**config.mk**
```make
export PLATFORM = sky130hd
export DESIGN_NAME = ws_array_controller
export DESIGN_NICKNAME = d
export VERILOG_FILES = /design/src/rtl/ws_array_controller_pkg.sv /design/src/rtl/ws_array_controller_counter.sv /design/src/rtl/ws_array_controller.sv
export SDC_FILE = /design/constraint.sdc
export NUM_CORES = 1
export LEC_CHECK = 0
export ABC_CLOCK_PERIOD_IN_PS = 3050
export CORE_UTILIZATION = 55
export DETAILED_ROUTE_END_ITERATION = 7
export GPL_ROUTABILITY_DRIVEN = 0
export PLACE_DENSITY = 0.76
export RECOVER_POWER = 100
export SETUP_SLACK_MARGIN = 0.15
export SKIP_CTS_REPAIR_TIMING = 1
export SYNTH_ARGS = -nofsm -noshare
export SYNTH_HDL_FRONTEND = slang
export SYNTH_SLANG_ARGS = --single-unit
export TNS_END_PERCENT = 1
```
**constraint.sdc**
```tcl
create_clock -name clk -period 3.05 [get_ports clk]
set_input_delay 0.61 -clock clk [delete_from_list [all_inputs] [get_ports clk]]
set_output_delay 0.61 -clock clk [all_outputs]
set_load 0.005 [all_outputs]
```
**src/rtl/ws_array_controller_pkg.sv**
```systemverilog
// Shared constants for the weight-stationary array controller: FSM state
// encodings (3-bit binary) and the weight-settle length.
package ws_array_controller_pkg;

  localparam logic [2:0] IDLE    = 3'd0;
  localparam logic [2:0] CLEAR   = 3'd1;
  localparam logic [2:0] WLOAD   = 3'd2;
  localparam logic [2:0] WSETTLE = 3'd3;
  localparam logic [2:0] STREAM  = 3'd4;
  localparam logic [2:0] DRAIN   = 3'd5;
  localparam logic [2:0] DONE    = 3'd6;

  // Cycles the cell_sc_en chain needs before the weights are stable.
  localparam int SETTLE_CYC = 2;

endpackage

```
**src/rtl/ws_array_controller_counter.sv**
```systemverilog
// ws_ctrl_counter: up-counter with synchronous clear, load and enable, plus a
// terminal-value compare. Used for every phase/length count in the controller.
module ws_ctrl_counter #(
  parameter int W = 8
) (
  input  logic         clk,
  input  logic         rst_n,
  input  logic         clr,
  input  logic         load,
  input  logic [W-1:0] load_val,
  input  logic         en,
  input  logic [W-1:0] term,
  output logic [W-1:0] count,
  output logic         at_term
);

  // NOTE: sequential state uses non-blocking assignments so every flop samples
  // pre-edge values regardless of block ordering.
  always_ff @(posedge clk or negedge rst_n) begin
    if (!rst_n) begin
      count <= '0;
    end else if (clr) begin
      count <= '0;
    end else if (load) begin
      count <= load_val;
    end else if (en) begin
      count <= count + W'(1);
    end
  end

  assign at_term = (count == term);

endmodule

```
**src/rtl/ws_array_controller.sv**
```systemverilog
// ws_array_controller: per-tile sequencer for a ROWS x COLS weight-stationary
// PE array (clear, weight preload, stream, drain, done).
// Optional perf counters are built when WS_CTRL_PERF_EN is defined.
module ws_array_controller
  import ws_array_controller_pkg::*;
#(
  parameter int ROWS  = 4,
  parameter int COLS  = 4,
  parameter int STAGE = 0,
  parameter int CNT_W = 16
) (
  input  logic             clk,
  input  logic             rst_n,
  input  logic             start,
  input  logic [CNT_W-1:0] k_len,
  input  logic             abort,
  input  logic             wei_valid,
  output logic             wei_rd,
  input  logic             act_valid,
  output logic             act_rd,
  output logic             reg_clear,
  output logic             cell_sc_en,
  output logic             cell_en,
  output logic             pipeline_en,
  output logic             cscan_en,
  output logic             out_valid,
  output logic             busy,
  output logic             done
`ifdef WS_CTRL_PERF_EN
  ,
  output logic [31:0]      perf_cycles,
  output logic [31:0]      perf_stalls
`endif
);

  localparam int WW    = $clog2(ROWS + 1);
  localparam int SW    = CNT_W + 1;
  localparam int PMAX  = (COLS > SETTLE_CYC) ? COLS : SETTLE_CYC;
  localparam int PW    = $clog2(PMAX + 1);
  localparam int FIXED = ROWS + COLS + STAGE - 2;

  logic [2:0]       state, state_next;
  logic             abort_pend;
  logic [CNT_W-1:0] k_q;
  logic             start_go;

  logic [WW-1:0]    wcnt;
  logic [CNT_W-1:0] acnt;
  logic [SW-1:0]    scnt, s_last;
  logic [PW-1:0]    pcnt, p_last;
  logic             w_term, a_term, s_term, p_term;
  logic             a_pending, phase_run, phase_clr, cnt_clr;

  assign start_go  = (state == IDLE) && start && !abort;
  assign a_pending = !a_term;
  assign phase_run = (state == WSETTLE) || (state == DRAIN);
  assign phase_clr = abort || !phase_run || p_term;
  assign cnt_clr   = abort || (state == CLEAR);
  assign s_last    = {1'b0, k_q} + SW'(FIXED);
  assign p_last    = (state == WSETTLE) ? PW'(SETTLE_CYC - 1) : PW'(COLS - 1);

  // Handshake strobes are combinational so a buffer pop costs no bubble.
  assign wei_rd      = (state == WLOAD) && wei_valid;
  assign act_rd      = (state == STREAM) && a_pending && act_valid;
  assign pipeline_en = (state == STREAM) && (a_pending ? act_valid : 1'b1);

  ws_ctrl_counter #(.W(WW)) u_wcnt (
    .clk(clk), .rst_n(rst_n), .clr(cnt_clr), .load(1'b0), .load_val('0),
    .en(wei_rd), .term(WW'(ROWS - 1)), .count(wcnt), .at_term(w_term)
  );

  ws_ctrl_counter #(.W(CNT_W)) u_acnt (
    .clk(clk), .rst_n(rst_n), .clr(cnt_clr), .load(1'b0), .load_val('0),
    .en(act_rd), .term(k_q), .count(acnt), .at_term(a_term)
  );

  ws_ctrl_counter #(.W(SW)) u_scnt (
    .clk(clk), .rst_n(rst_n), .clr(cnt_clr), .load(1'b0), .load_val('0),
    .en(pipeline_en), .term(s_last), .count(scnt), .at_term(s_term)
  );

  // Shared between the settle wait and the drain scan; never both active.
  ws_ctrl_counter #(.W(PW)) u_pcnt (
    .clk(clk), .rst_n(rst_n), .clr(phase_clr), .load(1'b0), .load_val('0),
    .en(phase_run), .term(p_last), .count(pcnt), .at_term(p_term)
  );

  // NOTE: state_next gets a default before any branch, so no path leaves it
  // unassigned and no latch is inferred.
  always_comb begin
    state_next = state;
    if (state == IDLE) begin
      if (start_go) state_next = CLEAR;
    end else if (abort) begin
      state_next = CLEAR;
    end else begin
      case (state)
        CLEAR:   state_next = abort_pend ? IDLE : WLOAD;
        WLOAD:   if (wei_rd && w_term) state_next = WSETTLE;
        WSETTLE: if (p_term) state_next = (k_q == '0) ? DONE : STREAM;
        STREAM:  if (pipeline_en && s_term) state_next = DRAIN;
        DRAIN:   if (p_term) state_next = DONE;
        DONE:    state_next = IDLE;
        default: state_next = IDLE;
      endcase
    end
  end

  always_ff @(posedge clk or negedge rst_n) begin
    if (!rst_n) begin
      state      <= IDLE;
      abort_pend <= 1'b0;
      k_q        <= '0;
    end else begin
      state <= state_next;
      if (start_go) k_q <= k_len;
      if (abort && state != IDLE) abort_pend <= 1'b1;
      else if (state == CLEAR)    abort_pend <= 1'b0;
    end
  end

  // Registered outputs decode the next state so they line up with the state
  // they belong to. cell_sc_en trails wei_rd by one cycle, matching the
  // weight row arriving from the buffer after the pop.
  always_ff @(posedge clk or negedge rst_n) begin
    if (!rst_n) begin
      reg_clear  <= 1'b0;
      cell_sc_en <= 1'b0;
      cell_en    <= 1'b0;
      cscan_en   <= 1'b0;
      out_valid  <= 1'b0;
      busy       <= 1'b0;
      done       <= 1'b0;
    end else begin
      reg_clear  <= (state_next == CLEAR);
      cell_sc_en <= wei_rd && !abort;
      cell_en    <= (state_next == STREAM);
      cscan_en   <= (state_next == DRAIN);
      out_valid  <= pipeline_en && !abort && (scnt >= SW'(ROWS + STAGE));
      busy       <= (state_next != IDLE);
      done       <= (state_next == DONE);
    end
  end

`ifdef WS_CTRL_PERF_EN
  logic stall;
  assign stall = (state == STREAM) && a_pending && !act_valid;

  always_ff @(posedge clk or negedge rst_n) begin
    if (!rst_n) begin
      perf_cycles <= '0;
      perf_stalls <= '0;
    end else if (start_go) begin
      perf_cycles <= '0;
      perf_stalls <= '0;
    end else begin
      if (state != IDLE && perf_cycles != '1) perf_cycles <= perf_cycles + 32'd1;
      if (stall && perf_stalls != '1)         perf_stalls <= perf_stalls + 32'd1;
    end
  end
`else
  // Perf counters are not built in this configuration.
`endif

endmodule

```
==> impl_metrics.env <==
export IMPL_die_area_mm2=0.00772
export IMPL_synth_top_flop_cell="dfrtp_1"
export IMPL_period_needed_ns=2.83
export IMPL_finalHoldViolCount=0
export IMPL_critPathCaptureType="output port"
export IMPL_vias=3385
export IMPL_track_usage=0.265
export IMPL_startpoint_type="register"
export IMPL_drc=0
export IMPL_yosys_top_cells_count="dfrtp_1, nor2_1, xnor2_1, xor2_1, nand2_1"
export IMPL_p_leak_nw=1.92
export IMPL_rows=30
export IMPL_cts_buffer_depth=2
export IMPL_setup_viol=0
export IMPL_antenna_found_initial=0
export IMPL_synthArstFlopShare=1.00
export IMPL_ir_drop_uv=268
export IMPL_ios=32
export IMPL_violations="max-capacitance violations, max-slew violations"
export IMPL_antenna_cells=0
export IMPL_worstPathMaxFanout=8
export IMPL_n_fill_cell=565
export IMPL_tightest_slew_ns=1.65
export IMPL_ys_warn_count=0
export IMPL_post_route_period_util=0.926
export IMPL_nNetsFinal=494
export IMPL_synth_area_leaders="dfrtp_1, xnor2_1, xor2_1, mux2_2, nor2_1"
export IMPL_crit_required_ns=2.44
export IMPL_slowest_delay_ns=0.48
export IMPL_syn_area_per_cell_um2=9.41
export IMPL_max_freq_ghz=0.354
export IMPL_initial_utilization=0.584
export IMPL_overflow=0
export IMPL_clk_latency_ns=0.35
export IMPL_wl_mm=9.43
export IMPL_synthCells=431
export IMPL_synth_most_common_cell="dfrtp_1"
export IMPL_synth_cell_type_count=56
export IMPL_grt_pass1_vias=3239
export IMPL_core_mm2=0.00694
export IMPL_slew_headroom=-0.101
export IMPL_fin_cells=565
export IMPL_powerDensity_mw_per_mm2=615
export IMPL_cap_violations=1
export IMPL_report_final_slew_viol_count=67
export IMPL_cp_top_family="simple AND/OR/NAND/NOR gates"
export IMPL_cts_tree="built"
export IMPL_hold_path_class="reg2reg"
export IMPL_rsz0062_at_grt="yes"
export IMPL_critPathBufInv=2
export IMPL_seq_area_frac_synth=0.407
export IMPL_vias_per_cell=5.99
export IMPL_synth_seq_cells=66
export IMPL_cts_buffers=9
export IMPL_die_h_um=87.9
export IMPL_clk_pin_slew_worst_paths_ns=0.07
export IMPL_cp_slowest_cell="dfrtp_2"
export IMPL_syn2layout_area_growth_pct=14.5
export IMPL_drtIter0Drc=277
export IMPL_status="finished with violations"
export IMPL_yosysTopAreaCell="dfrtp_1"
export IMPL_path_cells="xor2_1 > nor4_2 > nand4_1 > nand2_1 > inv_1 > clkdlybuf4s50_1"
export IMPL_syn_num_nets=461
export IMPL_tns_ns=0
export IMPL_critical_path_class="reg2out"
export IMPL_clock_sinks=66
export IMPL_dp_hpwl_mm=6.53
export IMPL_die_w_um=87.9
export IMPL_final_setup_skew_ns=0.00868
export IMPL_cp_data_arrival_time_ns=2.22
export IMPL_finalInstanceArea_mm2=0.00464
export IMPL_synthesis_area_mm2=0.00406
export IMPL_post_dp_cell_area_mm2=0.00446
export IMPL_ant_nets=0
export IMPL_dr_pass1_iters=6
export IMPL_synth_edff_count=0
export IMPL_htreeDepth=3
export IMPL_placed_cells=544
export IMPL_io_buffers=31
export IMPL_layout_drive_gt1_share=0.134
export IMPL_grt_max_degree=67
export IMPL_clockRootBuffer="clkbuf_8"
export IMPL_wl_per_cell_um=16.7
export IMPL_grt_pass1_wl_mm=15.5
export IMPL_yosysTopAreaCellShare=0.407
metrics by stage:
step	utilization	setup slack (ns)	power, mW	hold WS (ns)
2_1_floorplan	-	0.655	1.93	0.314
3_3_place_gp	0.643	0.379	2.21	0.509
3_5_place_dp	0.643	0.358	2.22	0.528
4_1_cts	0.668	0.0208	2.88	0.476
5_1_grt	0.669	0.125	3.01	0.574
6_report	0.669	0.224	2.86	0.537
final timing paths:
kind,slack (ns),endpoint,cells past startpoint,startpoint
hold / removal,0.54,u_wcnt.count[2]$_DFFE_PN0P_,2,u_wcnt.count[2]$_DFFE_PN0P_
hold reg to reg,0.54,u_wcnt.count[2]$_DFFE_PN0P_,2,u_wcnt.count[2]$_DFFE_PN0P_
max in group asynchronous,1.17,k_q[5]$_DFFE_PN0P_,2,rst_n
setup reg to reg,0.41,cell_en$_DFF_PN0_,7,state[1]$_DFF_PN0_
setup / recovery,0.22,act_rd,6,k_q[5]$_DFFE_PN0P_
min in group asynchronous,0.76,busy$_DFF_PN0_,2,rst_n
tightest hold or removal path, cell delays in order (launching register included):
cell and delay, ns:
dfrtp_1 0.38, nand2_1 0.06, o32ai_1 0.06
layer usage:
metal  GRT usage  routed length (um)  up-vias
li1            -                   -     1607
met1       0.362                4230     1623
met2       0.424                4430      130
met3      0.0405                 511       25
met4       0.106                 251        0
met5           0                   0        -
cell families (layout without fill, tap and decap cells):
kind of cell,count (synthesis),in the layout,share of synthesized area
buf+inv,46,84,0.0472
flops,66,66,0.407
compound gates,65,65,0.102
fa+ha+maj,8,8,0.0247
mux,15,15,0.0413
xor+xnor,57,57,0.123
simple gates,174,174,0.255
flip-flops by register name, indices dropped and copies added, names as in the netlist, 3 cells and up:
| register | count |
|---|---|
| u_acnt.count | 16 |
| u_scnt.count | 17 |
| state | 3 |
| k_q | 16 |
| u_wcnt.count | 3 |
| u_pcnt.count | 3 |
final cells by class:
cell class              instances  area, um^2  share of cell area
clock inverters                 5        30.0             0.00647
multi-input cells             319        2190               0.472
well taps                      96         120              0.0259
clock buffers                  11         141              0.0304
repair buffers                 49         430              0.0927
inverters                      19        71.3              0.0154
flip-flops and latches         66        1660               0.357
power breakdown:
group	internal (mW)	switching, mW	total, mW
clock network	0.313	0.342	0.655
logic	0.456	0.506	0.962
registers	1.01	0.234	1.24
total	1.78	1.08	2.86
placed cells by master, fill, tap and decap left out, types with 4 or more instances in the layout:
cell             synthesis  layout
a21oi_1                 18      18
and3_1                   6       6
and4_1                   4       4
buf_4                    0      13
clkbuf_8                 0      10
clkdlybuf4s50_1          0      20
dfrtp_1                 66      61
dfrtp_2                  0       5
dlygate4sd3_1            0       9
ha_1                     8       8
inv_1                   19      19
mux2_2                  14      14
nand2_1                 27      27
nand2b_1                 5       5
nand3_1                 16      16
nand4_1                  8       8
nand4b_1                 4       4
nor2_1                  34      34
nor3_1                   9       9
nor4_1                  16      17
nor4_2                   8       8
o21ai_0                 17      19
or3_1                   13      13
xnor2_1                 29      29
xor2_1                  28      28
(Power assumes the default switching activity.)
